==> src/rtl/dma_fifo_pkg.sv <==
// rtl/dma_fifo_pkg.sv - shared DMA FIFO defaults and clog2 helper
package dma_fifo_pkg;

    localparam int DMA_FIFO_DATA_WIDTH = 32;
    localparam int DMA_FIFO_DEPTH      = 16;

    function automatic int clog2(input int n);
        int r;
        r = 0;
        for (int i = 0; i < 31; i++) begin
            if ((1 << i) < n) r = i + 1;
        end
        return r;
    endfunction

endpackage

==> src/rtl/dma_fifo_param_if.sv <==
// rtl/dma_fifo_param_if.sv - DMA FIFO request/status bundle
interface dma_fifo_param_if
    import dma_fifo_pkg::*;
#(
    parameter int DATA_WIDTH = DMA_FIFO_DATA_WIDTH,
    parameter int DEPTH      = DMA_FIFO_DEPTH
);
    localparam int AW = clog2(DEPTH);

    logic                  FlushFIFO;
    logic [DATA_WIDTH-1:0] in_HRDATA_m;
    logic                  WriteDataEnable;
    logic                  ReadDataEnable;
    logic [DATA_WIDTH-1:0] out_HWDATA_m;
    logic                  ReadValid;
    logic                  empty;
    logic                  full;
    logic                  AlmostFull;
    logic                  AlmostEmpty;
    logic [AW:0]           level;
    logic                  Overflow;
    logic                  Underflow;

    modport master (
        output FlushFIFO, in_HRDATA_m, WriteDataEnable, ReadDataEnable,
        input  out_HWDATA_m, ReadValid, empty, full, AlmostFull, AlmostEmpty,
               level, Overflow, Underflow
    );

    modport slave (
        input  FlushFIFO, in_HRDATA_m, WriteDataEnable, ReadDataEnable,
        output out_HWDATA_m, ReadValid, empty, full, AlmostFull, AlmostEmpty,
               level, Overflow, Underflow
    );

endinterface

==> src/rtl/dma_fifo_mem.sv <==
// rtl/dma_fifo_mem.sv - FIFO storage, one write port and one async read port
module dma_fifo_mem
    import dma_fifo_pkg::*;
#(
    parameter int DATA_WIDTH = DMA_FIFO_DATA_WIDTH,
    parameter int DEPTH      = DMA_FIFO_DEPTH,
    parameter int AW         = clog2(DEPTH)
)(
    input  logic                  HCLK,
    input  logic                  we,
    input  logic [AW-1:0]         waddr,
    input  logic [DATA_WIDTH-1:0] wdata,
    input  logic [AW-1:0]         raddr,
    output logic [DATA_WIDTH-1:0] rdata
);

    // Storage is deliberately left unreset; only the pointers define validity.
    logic [DATA_WIDTH-1:0] mem [DEPTH];

    always_ff @(posedge HCLK) begin
        if (we) mem[waddr] <= wdata;
    end

    assign rdata = mem[raddr];

endmodule

==> src/rtl/dma_fifo_param.sv <==
// rtl/dma_fifo_param.sv - parametrised DMA data FIFO with flags, flush and FWFT option
module dma_fifo_param
    import dma_fifo_pkg::*;
#(
    parameter int DATA_WIDTH = DMA_FIFO_DATA_WIDTH,
    parameter int DEPTH      = DMA_FIFO_DEPTH,
    parameter bit FWFT       = 1'b0,
    parameter int AF_LEVEL   = DEPTH - 2,
    parameter int AE_LEVEL   = 2
)(
    input logic             HCLK,
    input logic             FIFOReset,
    dma_fifo_param_if.slave fifo
);

    localparam int AW = clog2(DEPTH);
    localparam logic [AW:0] FULL_COUNT = (AW+1)'(DEPTH);

    logic [AW-1:0]         wp, rp;
    logic [AW:0]           count;
    logic                  ovf, unf;
    logic                  wr_ok, rd_ok;
    logic                  is_empty, is_full;
    logic [DATA_WIDTH-1:0] head;

    assign is_empty = (count == '0);
    assign is_full  = (count == FULL_COUNT);

    // Flush masks both requests so nothing is stored or popped that cycle.
    assign wr_ok = fifo.WriteDataEnable && !is_full  && !fifo.FlushFIFO;
    assign rd_ok = fifo.ReadDataEnable  && !is_empty && !fifo.FlushFIFO;

    dma_fifo_mem #(
        .DATA_WIDTH (DATA_WIDTH),
        .DEPTH      (DEPTH),
        .AW         (AW)
    ) u_mem (
        .HCLK  (HCLK),
        .we    (wr_ok),
        .waddr (wp),
        .wdata (fifo.in_HRDATA_m),
        .raddr (rp),
        .rdata (head)
    );

    always_ff @(posedge HCLK or posedge FIFOReset) begin
        if (FIFOReset) begin
            wp    <= '0;
            rp    <= '0;
            count <= '0;
            ovf   <= 1'b0;
            unf   <= 1'b0;
        end else if (fifo.FlushFIFO) begin
            wp    <= '0;
            rp    <= '0;
            count <= '0;
            ovf   <= 1'b0;
            unf   <= 1'b0;
        end else begin
            // DEPTH is a power of two, so pointer wrap is the natural rollover.
            if (wr_ok) wp <= wp + 1'b1;
            if (rd_ok) rp <= rp + 1'b1;
            case ({wr_ok, rd_ok})
                2'b10:   count <= count + 1'b1;
                2'b01:   count <= count - 1'b1;
                default: count <= count;
            endcase
            if (fifo.WriteDataEnable && is_full)  ovf <= 1'b1;
            if (fifo.ReadDataEnable  && is_empty) unf <= 1'b1;
        end
    end

    assign fifo.empty       = is_empty;
    assign fifo.full        = is_full;
    assign fifo.AlmostFull  = (int'(count) >= AF_LEVEL);
    assign fifo.AlmostEmpty = (int'(count) <= AE_LEVEL);
    assign fifo.level       = count;
    assign fifo.Overflow    = ovf;
    assign fifo.Underflow   = unf;

    if (FWFT) begin : g_fwft
        assign fifo.out_HWDATA_m = head;
        assign fifo.ReadValid    = !is_empty;
    end else begin : g_reg
        logic [DATA_WIDTH-1:0] dout;
        logic                  rvalid;

        always_ff @(posedge HCLK or posedge FIFOReset) begin
            if (FIFOReset) begin
                dout   <= '0;
                rvalid <= 1'b0;
            end else begin
                rvalid <= rd_ok;
                if (rd_ok) dout <= head;
            end
        end

        assign fifo.out_HWDATA_m = dout;
        assign fifo.ReadValid    = rvalid;
    end

endmodule

==> src/flat_wrapper.sv <==
// flat-port wrapper written by rule: the top's interface ports become plain ports
module dma_fifo_param_flat import dma_fifo_pkg::*;
#(
    parameter int DATA_WIDTH = DMA_FIFO_DATA_WIDTH,
    parameter int DEPTH      = DMA_FIFO_DEPTH,
    parameter bit FWFT       = 1'b0,
    parameter int AF_LEVEL   = DEPTH - 2,
    parameter int AE_LEVEL   = 2
)
  (HCLK, FIFOReset, fifo_FlushFIFO, fifo_in_HRDATA_m, fifo_WriteDataEnable, fifo_ReadDataEnable, fifo_out_HWDATA_m, fifo_ReadValid, fifo_empty, fifo_full, fifo_AlmostFull, fifo_AlmostEmpty, fifo_level, fifo_Overflow, fifo_Underflow);
  dma_fifo_param_if #(.DATA_WIDTH(DATA_WIDTH), .DEPTH(DEPTH)) fifo_i ();
  input logic HCLK;
  input logic FIFOReset;
  input wire logic [$bits(fifo_i.FlushFIFO)-1:0] fifo_FlushFIFO;
  input wire logic [$bits(fifo_i.in_HRDATA_m)-1:0] fifo_in_HRDATA_m;
  input wire logic [$bits(fifo_i.WriteDataEnable)-1:0] fifo_WriteDataEnable;
  input wire logic [$bits(fifo_i.ReadDataEnable)-1:0] fifo_ReadDataEnable;
  output wire logic [$bits(fifo_i.out_HWDATA_m)-1:0] fifo_out_HWDATA_m;
  output wire logic [$bits(fifo_i.ReadValid)-1:0] fifo_ReadValid;
  output wire logic [$bits(fifo_i.empty)-1:0] fifo_empty;
  output wire logic [$bits(fifo_i.full)-1:0] fifo_full;
  output wire logic [$bits(fifo_i.AlmostFull)-1:0] fifo_AlmostFull;
  output wire logic [$bits(fifo_i.AlmostEmpty)-1:0] fifo_AlmostEmpty;
  output wire logic [$bits(fifo_i.level)-1:0] fifo_level;
  output wire logic [$bits(fifo_i.Overflow)-1:0] fifo_Overflow;
  output wire logic [$bits(fifo_i.Underflow)-1:0] fifo_Underflow;
  assign fifo_i.FlushFIFO = fifo_FlushFIFO;
  assign fifo_i.in_HRDATA_m = fifo_in_HRDATA_m;
  assign fifo_i.WriteDataEnable = fifo_WriteDataEnable;
  assign fifo_i.ReadDataEnable = fifo_ReadDataEnable;
  assign fifo_out_HWDATA_m = fifo_i.out_HWDATA_m;
  assign fifo_ReadValid = fifo_i.ReadValid;
  assign fifo_empty = fifo_i.empty;
  assign fifo_full = fifo_i.full;
  assign fifo_AlmostFull = fifo_i.AlmostFull;
  assign fifo_AlmostEmpty = fifo_i.AlmostEmpty;
  assign fifo_level = fifo_i.level;
  assign fifo_Overflow = fifo_i.Overflow;
  assign fifo_Underflow = fifo_i.Underflow;
  dma_fifo_param #(.DATA_WIDTH(DATA_WIDTH), .DEPTH(DEPTH), .FWFT(FWFT), .AF_LEVEL(AF_LEVEL), .AE_LEVEL(AE_LEVEL)) u_core (.HCLK(HCLK), .FIFOReset(FIFOReset), .fifo(fifo_i));
endmodule
==> config.mk <==
export PLATFORM = sky130hd
export DESIGN_NAME = dma_fifo_param_flat
export DESIGN_NICKNAME = d
export VERILOG_FILES = /design/src/rtl/dma_fifo_pkg.sv /design/src/rtl/dma_fifo_param_if.sv /design/src/rtl/dma_fifo_mem.sv /design/src/rtl/dma_fifo_param.sv /design/src/flat_wrapper.sv
export SDC_FILE = /design/constraint.sdc
export NUM_CORES = 1
export LEC_CHECK = 0
export CAP_MARGIN = 10
export CORE_ASPECT_RATIO = 0.7
export CORE_UTILIZATION = 50
export DETAILED_ROUTE_END_ITERATION = 6
export PLACE_DENSITY = 0.7
export SETUP_SLACK_MARGIN = 0.3
export SKIP_LAST_GASP = 1
export SYNTH_ARGS = -nofsm -noshare
export SYNTH_HDL_FRONTEND = slang
export SYNTH_SLANG_ARGS = --single-unit
export TNS_END_PERCENT = 20
==> constraint.sdc <==
create_clock -name HCLK -period 6 [get_ports HCLK]
set_input_delay 0.6 -clock HCLK [delete_from_list [all_inputs] [get_ports HCLK]]
set_output_delay 0.6 -clock HCLK [all_outputs]
set_load 0.05 [all_outputs]
# [After elaboration in Yosys (flattened, before gate mapping)]
# Memory sizes are Yosys's and may differ from the RTL's. A register that Yosys moved wholly into a read port is not among the register bits.
# Cells that the tools add are included.
[word_totals] out_inout_bits=44 ff_bits=16 mem_count=1 ram_bits=512
[classes] muxes=12 eq_ne=3 reduce_logical=15 addsub=4 order_cmp=2
[mem_list] memory="u_core.u_mem.mem" words=16 word_bits=32 rd=1 rd_ports_with_merged_regs=1 write_ports=1 line_no="dma_fifo_mem.sv:18" text="logic [DATA_WIDTH-1:0] mem [DEPTH];"
[op_table] op="$mux W4" n=4
[op_table] op="$pmux W5 S2" n=1
[op_table] op="$add A4 B1 Y4 const B" n=2
[op_table] op="$reduce_bool A2 Y1" n=4
[op_table] op="$logic_and A1 B1 Y1" n=6
[op_table] op="$mux W1" n=6
[op_table] op="$add A5 B1 Y5 const B" n=1
[op_table] op="$eq A5 B5 Y1 const B" n=1
[op_table] op="$ge A5 B4 Y1 const B" n=1
[op_table] op="$le A5 B2 Y1 const B" n=1
[op_table] op="$logic_not A5 Y1" n=1
[op_table] op="$mux W5" n=1
[op_table] op="$sub A5 B1 Y5 const B" n=1
[op_table] op="$logic_not A1 Y1" n=3
[op_table] op="$reduce_bool A3 Y1" n=1
[op_table] op="$eq A2 B1 Y1 const B" n=1
[op_table] op="$eq A2 B2 Y1 const B" n=1

# [Logic depth before layout (Yosys ltp)]
[logic_depth] word_depth=7 ltp_mapped=11 depth_no_buf=10

# [Modules after synthesis]
# From an unflattened synthesis, not the netlist that was laid out.
[hier_totals] cells_unflattened=979 hier_area_um2=21510.6
[modules_own_cells] mod="dma_fifo_mem" cells_per_inst=806 instances=1 seq_area_each_um2=15374.7 area_per_inst_um2=19213.4
[modules_own_cells] mod="dma_fifo_param" cells_per_inst=173 instances=1 seq_area_each_um2=1201.2 area_per_inst_um2=2297.2

# [Worst setup path before layout]
# OpenSTA, ideal clock, no wires.
[synth_timing] path_type="flip-flop to flip-flop" from="reg u_core.count[1], in the netlist u_core.fifo.level[1]" to="mem u_core.u_mem.mem[3][0] (netlist bit), enable pin" path_buffers=1 slack_ns=0.762 synth_period_minus_slack_ns=5.238 arrival_ns=4.737 path_stages_with_launch=6 required_time_ns=5.499 cell_sequence="dfrtp_1 -> buf_2 -> nor4_2 -> a21boi_1 -> nand2_1 -> nor4_1"
[synth_via] elab_chain_len=6
[synth_lines] item="start: declaration" line_no="dma_fifo_param.sv:20" text="logic [AW:0] count;"
[synth_lines] item="start signal: assignment" line_no="dma_fifo_param.sv:64" text="2'b10: count <= count + 1'b1;"
[synth_lines] item="start signal: assignment" line_no="dma_fifo_param.sv:65" text="2'b01: count <= count - 1'b1;"
[synth_lines] item="start signal: assignment" line_no="dma_fifo_param.sv:66" text="default: count <= count;"
[synth_lines] item="$eq A5 B5 Y1" line_no="dma_fifo_param.sv:27" text="assign is_full = (count == FULL_COUNT);"
[synth_lines] item="$logic_not A1 Y1" line_no="dma_fifo_param.sv:30" text="assign wr_ok = fifo.WriteDataEnable && !is_full && !fifo.FlushFIFO;"
[synth_lines] item="$logic_and A1 B1 Y1 (2 in series)" line_no="dma_fifo_param.sv:30"
[synth_lines] item="$mux W1" line_no="dma_fifo_mem.sv:21" text="if (we) mem[waddr] <= wdata;"
[synth_lines] item="$mux W1 (implied by the code)" line_no="dma_fifo_mem.sv:21"
[synth_lines] item="end: declaration" line_no="dma_fifo_mem.sv:18"
# Every way passes these cells.

# [Final worst setup path]
[layout_timing] from="in fifo_WriteDataEnable" to="mem u_core.u_mem.mem[10][2] (netlist bit), enable pin"
[layout_via] elab_chain_len=4
[layout_lines] item="start: declaration" line_no="flat_wrapper.sv:16" text="input wire logic [$bits(fifo_i.WriteDataEnable)-1:0] fifo_WriteDataEnable;"
[layout_lines] item="$logic_and A1 B1 Y1 (2 in series)" line_no="dma_fifo_param.sv:30"
[layout_lines] item="$mux W1" line_no="dma_fifo_mem.sv:21"
[layout_lines] item="$mux W1 (implied by the code)" line_no="dma_fifo_mem.sv:21"
# Every way passes these cells.

==> results by group <==
Global routing
  – First-pass GRT wire length: 63.45 mm
  – Overflow after GRT: 0
  – Gr usage total: 19.51%
  – Antenna violations before repair: 0
  – Vias in the first global route: 9879
  – Pin count of the biggest net entering global routing: 67

Detailed routing
  – Vias/cell: 5.941
  – Starting DRC count in detailed routing: 704
  – Routed WL: 41.44 mm
  – Drt wl/cell: 25.61 µm
  – Antenna Nets Post-Route: 0
  – Via count: 9613
  – # DRC: 0
  – 1st-pass router iterations: 5

Yosys
  – Main combinational cell family by area after synthesis: multiplexers
  – Yosys cell types: 44
  – Share of the synthesized area in the top cell type: 71.09%
  – Synth warn: 0
  – Avg Cell Area, Syn: 23.64 µm²
  – Synth Register Bits: 560
  – Number of flops mapped to enable cells by yosys: 512
  – Seq/Total Area, Yosys: 76.64%
  – XOR/XNOR Fraction of Synth Area: 0.3645%
  – Post-synthesis net count: 959
  – Area leader, netlist: edfxtp_1
  – Adder-cell share of the synthesized area: 0.4050%
  – Mux contribution to synthesized area: 19.04%
  – Synth Flop Type: edfxtp_1
  – Compound-Gate Fraction of Synth Area: 0.6595%
  – Synth Area in Simple Gates: 1.440%
  – Area of the mapped netlist: 21630 µm²
  – Top cells by area, synth: edfxtp_1, mux4_2, dfrtp_1
  – Syn Inst Count: 915
  – Asr flop ratio synth: 8.571%

Critical path
  – Critical Path RT: 6180 ps
  – Worst path max stage delay: 1050 ps
  – Slowest-stage cell, CP: nor2_4
  – CP startpoint kind: input port
  – Cell family with most CP delay: simple AND/OR/NAND/NOR gates
  – Crit path max fanout: 32
  – Arr. time, crit path: 3560 ps
  – Critical Path End Type: register
  – CP bufs+invs: 1
  – CP Cell Sequence: clkdlybuf4s50_1 -> a21boi_1 -> nand2_1 -> nor2_4
  – Worst Setup Path Type: in -> reg

STA
  – Fin crit share: 56.39%
  – Final Setup Violations: 0
  – Tightest Pin Transition: 1186 ps
  – RSZ-0062 raised after global routing: no
  – Slew headroom: 20.77%
  – Final Hold Vio Count: 0
  – Setup tns final: 0 ps
  – Worst-case clock skew: 23.94 ps
  – Fin crit period: 3384 ps
  – Final Max Slew Viols: 0
  – Fmax: 295.5 MHz

Die
  – Floorplan core area: 42490 µm²
  – Initial Util: 50.91%
  – Die W: 250.6 µm
  – Num ports: 81
  – Die H: 176.0 µm
  – Die area: 44110 µm²
  – Placement Rows: 63

Status
  – Status: finished, final reports clean

Final layout
  – Most frequent cells in the layout: edfxtp_1, mux4_2, clkdlybuf4s50_1, clkbuf_16, dfrtp_1
  – Final std cells w/o fill: 1618
  – Ant diodes: 0
  – Fillers: 2931
  – Leading cell type in the layout, fill and taps excluded: edfxtp_1
  – Fin nets: 1068
  – Design Area, Final: 24900 µm²
  – Share of cells above drive strength 1: 30.21%
  – Syn-to-layout area delta: 15.14%

CTS
  – CTS Sinks: 560
  – Clock latency at the later pin of the worst-skew pair: 580 ps
  – Setup Buffers After CTS: 0
  – Number of CTS-inserted buffers: 50
  – TritonCTS clock tree: done
  – CTS Buffer Depth: 3
  – Post-cts hold buffer count: 0
  – H-tree level count: 2
  – Post-CTS sizing: 0
  – Clock slew at reported path FFs: 60 ps
  – Root buffer cell: clkbuf_16

Power
  – Overall power: 10.51 mW
  – P_sw: 2.873 mW
  – Max IR drop VDD: 0.2618 mV
  – Leakage power: 7.842 nW
  – Reg power frac: 44.8%
  – P_int: 7.636 mW
  – Pwr Density: 422.0 nW/µm²
  – Switching Share: 27.34%
  – Comb power frac: 23.4%
  – Clock share of power: 31.8%

Flow run
  – Maximum Capacitance Violations: 0

Worst hold path
  – Hold crit path type: reg -> reg

Place
  – GP Congestion: 0.7384
  – PortBufs: 80
  – Post-DP HPWL: 23.78 mm
  – Placed cell count: 1524
  – Placed Area: 23170 µm²
final timing paths:
kind,from,endpoint,slack [ps],depth (start not counted)
setup / recovery,fifo_WriteDataEnable,u_core.u_mem.mem[10][2],2620,4
hold / removal,u_core.fifo.out_HWDATA_m[8],u_core.fifo.out_HWDATA_m[8],510,1
setup reg to reg,u_core.fifo.level[1],u_core.u_mem.mem[10][2],2690,4
hold reg to reg,u_core.fifo.out_HWDATA_m[8],u_core.fifo.out_HWDATA_m[8],510,1
max in group asynchronous,FIFOReset,u_core.rp[1],4880,3
min in group asynchronous,FIFOReset,u_core.fifo.out_HWDATA_m[12],570,3
metrics by stage:
step / hold slack [ps] / worst slack [ps] / util, %
after global placement: 480.6 / 2040 / 54.52
final: 506.1 / 2616 / 58.61
after floorplan: 502.8 / 761.7 / -
after CTS: 510.7 / 2576 / 58.61
after global routing: 521.5 / 2316 / 58.61
after detailed placement: 494.9 / 1999 / 54.52
cell type report:
type                            instances  area, µm²  share of cell area (%)
Sequential cell                       560      16590                   66.60
Multi-Input combinational cell        299       4838                   19.43
Clock buffer                           59       1316                   5.286
Timing Repair Buffer                  107       1028                   4.130
Tap cell                              552      690.7                   2.773
Clock inverter                         35      420.4                   1.688
Inverter                                6      22.52                 0.09044
Yosys cell counts, drive strengths merged (2+ instances only):
cell,instances
a21oi,6
a31oi,3
buf,27
clkbuf,23
dfrtp,48
edfxtp,512
ha,7
inv,6
mux2,33
mux2i,5
mux4,160
nand2,11
nand3,3
nand4,2
nor2,26
nor3,10
nor4,3
o21ai,5
xnor2,3
xor2,6
registers in the layout (all words and copies together), names as in the netlist:
signal	count
u_core.fifo.Overflow	1
u_core.fifo.ReadValid	1
u_core.fifo.Underflow	1
u_core.fifo.level	5
u_core.fifo.out_HWDATA_m	32
u_core.rp	4
u_core.u_mem.mem	512
u_core.wp	4
worst reg2reg max path, cell delays in order, from the launching register on:
cell      delay (ps)
dfrtp_1          550
nor4_2           140
a21boi_1         640
nand2_1          530
nor2_4          1050
logic make-up after synthesis:
| group | after synthesis |
|---|---|
| fa+ha+maj | 7 |
| buf+inv | 56 |
| simple gates | 64 |
| xor+xnor | 9 |
| flops | 560 |
| compound gates | 21 |
| mux | 198 |
layer usage:
layer	vias to the layer above	part of all wire [%]	global-route usage, %
met5	-	0	0
met3	64	6.4	4.010
met2	339	46	29.19
met1	5130	46	29.97
met4	0	1.7	4.218
li1	4080	-	-
power groups by stage:
stage / sequential, mW / clock, mW / combinational [mW]
2_1_floorplan: 5.06 / 0 / 1.58
3_3_place_gp: 4.79 / 0 / 2.46
3_5_place_dp: 4.79 / 0 / 2.49
4_1_cts: 4.71 / 3.41 / 2.50
5_1_grt: 4.74 / 3.55 / 2.61
6_report: 4.70 / 3.34 / 2.46
Power figures use the tool's default switching activity.
==> variant 1 (same flow settings) <==
The package constant `DMA_FIFO_DATA_WIDTH` goes from 32 to 16.
--- a/src/rtl/dma_fifo_pkg.sv
+++ b/src/rtl/dma_fifo_pkg.sv
@@ -1,7 +1,7 @@
 // rtl/dma_fifo_pkg.sv - shared DMA FIFO defaults and clog2 helper
 package dma_fifo_pkg;
 
-    localparam int DMA_FIFO_DATA_WIDTH = 32;
+    localparam int DMA_FIFO_DATA_WIDTH = 16;
     localparam int DMA_FIFO_DEPTH      = 16;
 
     function automatic int clog2(input int n);
Interface: changed (resized fifo_in_HRDATA_m and fifo_out_HWDATA_m); port bits go from 81 to 49. No check against the original RTL was run, so the function may have changed too.
==> variant 1 against the original RTL <==
Total power down 51%; worst setup slack lost 75 ps; maximum frequency fell by 2.2%; synthesized area shrank 47%; sequential cell count fell by 272; worst hold slack got worse by 32 ps; sequential share of layout area decreased by 1.5 points; cell area fell by 48%; routed wire length fell by 44%; critical path type is now register to output pin.
==> variant 1: results (changes against the original RTL) <==
stage,metric,value,unit,change
synth,yosys-top-cells-area,"edfxtp_1 67%, mux4_2 13%, dfrtp_1 7.0%",,
synth,number_of_distinct_standard_cells_referenced_by_the_synthesized_netlist,52,,+18%
final_layout,area.share.sequential,65.1,%,-1.5 points
synth,synth-compound-area-share,3.11,%,+2.4 points
synth,yosys.area_share.xor_xnor,0.610,%,+0.25 points
final_layout,inv_count,5,,-1
final_layout,layout_clock_area_share,6.31,%,-0.66 points
synth,synth_fp_nets,599,,-38%
synth,yosys.area_share.adder,0.763,%,+0.36 points
timing,worst_slew_pin_slew,1170,ps,-14.3 ps
global_route,globalRouteTotalUtil,20.5,%,+0.96 points
pwr,vdd.ir_drop.worst,0.264,mV,+0.69%
synth,synth.ff_latch_count,288,,-49%
clock_network,post_cts_resize_count,0,,unchanged
run_status,outcome,"complete, no violations",,
final_layout,layout-drive-gt1-share,19.7,%,-11 points
timing,finClkSkew,24.4,ps,+0.509 ps
global_route,gr-usage-met1,30.5,%,+0.53 points
synth,synth_mux_area_share,16.0,%,-3.0 points
synth,yosys_warnings,0,,unchanged
synth,ys_seq_area_share,74.0,%,-2.7 points
final_layout,fillCellCount,1600,,-45%
final_layout,area_occupied_by_multi_input_gates,0.00281,sq mm,-42%
critical_path,critical_path.max_stage_delay,820,ps,-230 ps
clock_network,worst_skew_pair.late_latency,540,ps,-40 ps
synth,synth_enable_flop_cells,256,,-50%
final_layout,finish.net_count,648,,-39%
placed_design,routability_driven_placement_congestion_ratio,0.835,,+13%
synth,synthTopCellsByCount,"256 x edfxtp_1, 64 x mux4_2, 36 x mux2i_1, 33 x nor2_1, 32 x dfrtp_1",,
global_route,grt.met2_usage,32.6,%,+3.4 points
global_route,antenna_found_initial,1,,+1
clock_network,ctsRootBufferMaster,clkbuf_16,,
min_path,path_class_of_the_lowest_slack_min_delay_path,input port to async pin,,
global_route,first_global_vias,5585,,-43%
route,first_drt_iteration_drcs,487,,-31%
final_layout,nClkBuffers,34,,-42%
critical_path,cp_slowest_cell,clkdlybuf4s50_1,,
final_layout,largest_register_ffs,256,,-50%
final_layout,multi_input_cells,245,,-18%
critical_path,crit_fanout,12,,-63%
synth,postSynth.asyncResetShare,11.1,%,+2.5 points
route,detail_route.vias_per_cell,5.87,,-1.2%
global_route,globalRouteMet3Util,3.42,%,-0.59 points
critical_path,critical-path-top-delay-family,buffers and inverters,,
placed_design,numPortBuffers,48,,-40%
clock_network,htreeDepth,1,,-1
route,routed_wirelength,23.1,mm,-44%
pwr,leakage_power,0.00413,uW,-47%
final_layout,bufAreaShareNonClock,3.97,%,-0.16 points
placed_design,dpl.hpwl,13.2,mm,-44%
clock_network,cts_buffers,27,,-46%
final_layout,buffers,53,,-50%
global_route,grt_first_pass_wirelength,35.0,mm,-45%
==> variant 1: stage by stage <==
stage / instances / cell area, sq um / total power (uW) / worst slack (ps) / utilization [%]
3_3_place_gp: 896 / 12200 / 3590 / 2390 / 55.4
3_5_place_dp: 896 / 12200 / 3610 / 2270 / 55.4
4_1_cts: 946 / 13000 / 5190 / 2510 / 59.1
2_1_floorplan: 571 / 11500 / 3260 / 2100 / -
6_report: 946 / 13000 / 5170 / 2540 / 59.1
5_1_grt: 946 / 13000 / 5340 / 2390 / 59.1
==> variant 1: kinds of logic after synthesis <==
logic type                 after synthesis
adders and majority gates                7
and+or+nand+nor                         87
DFF                                    288
xor gates and xnor gates                 8
AOI/OAI and AO/OA                       41
buffers and inverters                   38
muxes                                  102
==> variant 1: per-layer routing <==
metal	part of all wire [%]	routed length, um
met1	46	10700
met2	48	11000
met3	4.7	1080
met4	1.4	317
met5	0.074	17
==> variant 1: path summary, 6_finish.rpt <==
| path | from | end | slack [ps] | cells past startpoint |
|---|---|---|---|---|
| max | u_core.fifo.level[1]$_DFFE_PP0P_ | fifo_empty | 2540 | 4 |
| min | FIFOReset | u_core.wp[0]$_DFFE_PP0P_ | 470 | 3 |
| max reg2reg | u_core.fifo.level[2]$_DFFE_PP0P_ | u_core.u_mem.mem[10][15]$_DFFE_PP_ | 3040 | 4 |
| min reg2reg | u_core.fifo.Underflow$_DFFE_PP0P_ | u_core.fifo.Underflow$_DFFE_PP0P_ | 550 | 2 |
| max in group asynchronous | FIFOReset | u_core.rp[0]$_DFFE_PP0P_ | 5160 | 3 |
| min in group HCLK | u_core.fifo.Underflow$_DFFE_PP0P_ | u_core.fifo.Underflow$_DFFE_PP0P_ | 550 | 2 |
==> variant 1: power by group <==
group          internal, uW  switching (uW)
logic                   459             677
clock network           888             708
registers              2290             149
==> variant 2 (same settings) <==
Made on the original files. Make the reset (`FIFOReset`) synchronous in 2 clocked blocks. Comments in the files are not updated.
--- a/src/rtl/dma_fifo_param.sv
+++ b/src/rtl/dma_fifo_param.sv
@@ -43,7 +43,7 @@
         .rdata (head)
     );
 
-    always_ff @(posedge HCLK or posedge FIFOReset) begin
+    always_ff @(posedge HCLK) begin
         if (FIFOReset) begin
             wp    <= '0;
             rp    <= '0;
@@ -85,7 +85,7 @@
         logic [DATA_WIDTH-1:0] dout;
         logic                  rvalid;
 
-        always_ff @(posedge HCLK or posedge FIFOReset) begin
+        always_ff @(posedge HCLK) begin
             if (FIFOReset) begin
                 dout   <= '0;
                 rvalid <= 1'b0;
Function: differs if FIFOReset is asserted again (counterexample within 4 cycles, from zero or initial values and one cycle with FIFOReset high); with FIFOReset held inactive, the same outputs for 4 cycles.
==> variant 2 against the original RTL <==
Synthesized area grew 0.53%; largest cell class unchanged; routed wire length up 13%; cell area grew 0.13%; critical endpoint is now u_core.fifo.level[4]$_SDFFE_PP0P_; synthesized cell count rose by 28%; utilization down 0.14 points; sequential cell count is the same; critical path depth grew 7; highest routed layer unchanged; clock skew is essentially flat; via count grew 16%; worst setup slack got worse by 67 ps.
Power is not compared: it rests on default switching activity, and its combinational part moved more than twofold at a synthesized area within 25%.
==> variant 2: results (changes against the original RTL) <==
stage,metric,value,unit,change
global_route,gr-usage-met1,31.9,%,+1.9 points
route,first_drt_iteration_drcs,973,,+38%
final_layout,finish.net_count,1298,,+22%
final_layout,buffers,102,,-4.7%
route,routed-via-count,11173,,+16%
placed_design,post-place-ws,2210,ps,+210 ps
run_status,outcome,"complete, no violations",,
synth,synth-compound-area-share,6.58,%,+5.9 points
final_layout,nClkBuffers,63,,+6.8%
final_layout,layout-drive-gt1-share,17.1,%,-13 points
critical_path,cp_slowest_cell,a211oi_1,,
final_layout,layout_clock_area_share,6.93,%,-0.044 points
final_layout,utilization_after_layout,58.5,%,-0.14 points
global_route,globalRouteTotalUtil,21.5,%,+2.0 points
final_layout,area_occupied_by_multi_input_gates,0.00508,sq mm,+5.0%
clock_network,cts_buffers,51,,+2.0%
synth,synthTopCellsByCount,"512 x edfxtp_1, 109 x mux2i_1, 100 x a21oi_1, 64 x mux4_2, 48 x dfxtp_1",,
timing,slew-limit-headroom,15.8,%,-5.0 points
critical_path,crit_fanout,12,,-63%
synth,synth_fp_nets,1216,,+27%
critical_path,critical_path.max_stage_delay,770,ps,-280 ps
critical_path,setup.reg_to_reg.worst_slack,2550,ps,-140 ps
synth,yosys.area_share.adder,0.518,%,+0.11 points
global_route,grt.met2_usage,33.8,%,+4.6 points
placed_design,placedInstanceArea,0.0232,sq mm,about the same
global_route,grt_max_degree,77,,+15%
timing,finalWorstSetupSlack,2550,ps,-67.0 ps
route,wl_met2,21.6,mm,+13%
placed_design,number_of_cells_in_the_design_after_placement,1782,,+17%
placed_design,dpl.hpwl,26.2,mm,+10%
global_route,grt_first_pass_wirelength,70.8,mm,+12%
global_route,first_global_vias,11247,,+14%
timing,hold_slack_final,476,ps,-30.2 ps
final_layout,multi_input_logic_portion_of_the_cell_area,20.4,%,+0.94 points
final_layout,inv_count,9,,+3
global_route,antenna_found_initial,0,,unchanged
final_layout,fillCellCount,3119,,+6.4%
synth,yosys-top-cells-area,"edfxtp_1 71%, mux4_2 6.6%, mux2i_1 5.0%",,
global_route,globalRouteMet3Util,3.63,%,-0.38 points
route,wl_met3,2.86,mm,+8.0%
critical_path,crit_arrival,3940,ps,+380 ps
final_layout,multi_input_cells,528,,+77%
final_layout,area.share.sequential,65.6,%,-1.1 points
placed_design,routability_driven_placement_congestion_ratio,0.810,,+9.6%
synth,synth_mux_area_share,12.8,%,-6.3 points
[variant 2: changes by cell type after synthesis, moves of 22 or more]
cell,delta
a22o_1,+22
nor2b_1,+32
a211oi_1,+33
mux2i_1,+104
mux2_4,-25
mux4_2,-96
dfxtp_1,+48
dfrtp_1,-48
a21oi_1,+94
[variant 2: final timing paths]
check / start / to / depth (start not counted)
setup / recovery: u_core.fifo.level[1]$_SDFFE_PP0P_ / u_core.fifo.level[4]$_SDFFE_PP0P_ / 11
hold / removal: u_core.fifo.Underflow$_SDFFE_PP0P_ / u_core.fifo.Underflow$_SDFFE_PP0P_ / 2
setup reg to reg: u_core.fifo.level[1]$_SDFFE_PP0P_ / u_core.fifo.level[4]$_SDFFE_PP0P_ / 11
hold reg to reg: u_core.fifo.Underflow$_SDFFE_PP0P_ / u_core.fifo.Underflow$_SDFFE_PP0P_ / 2
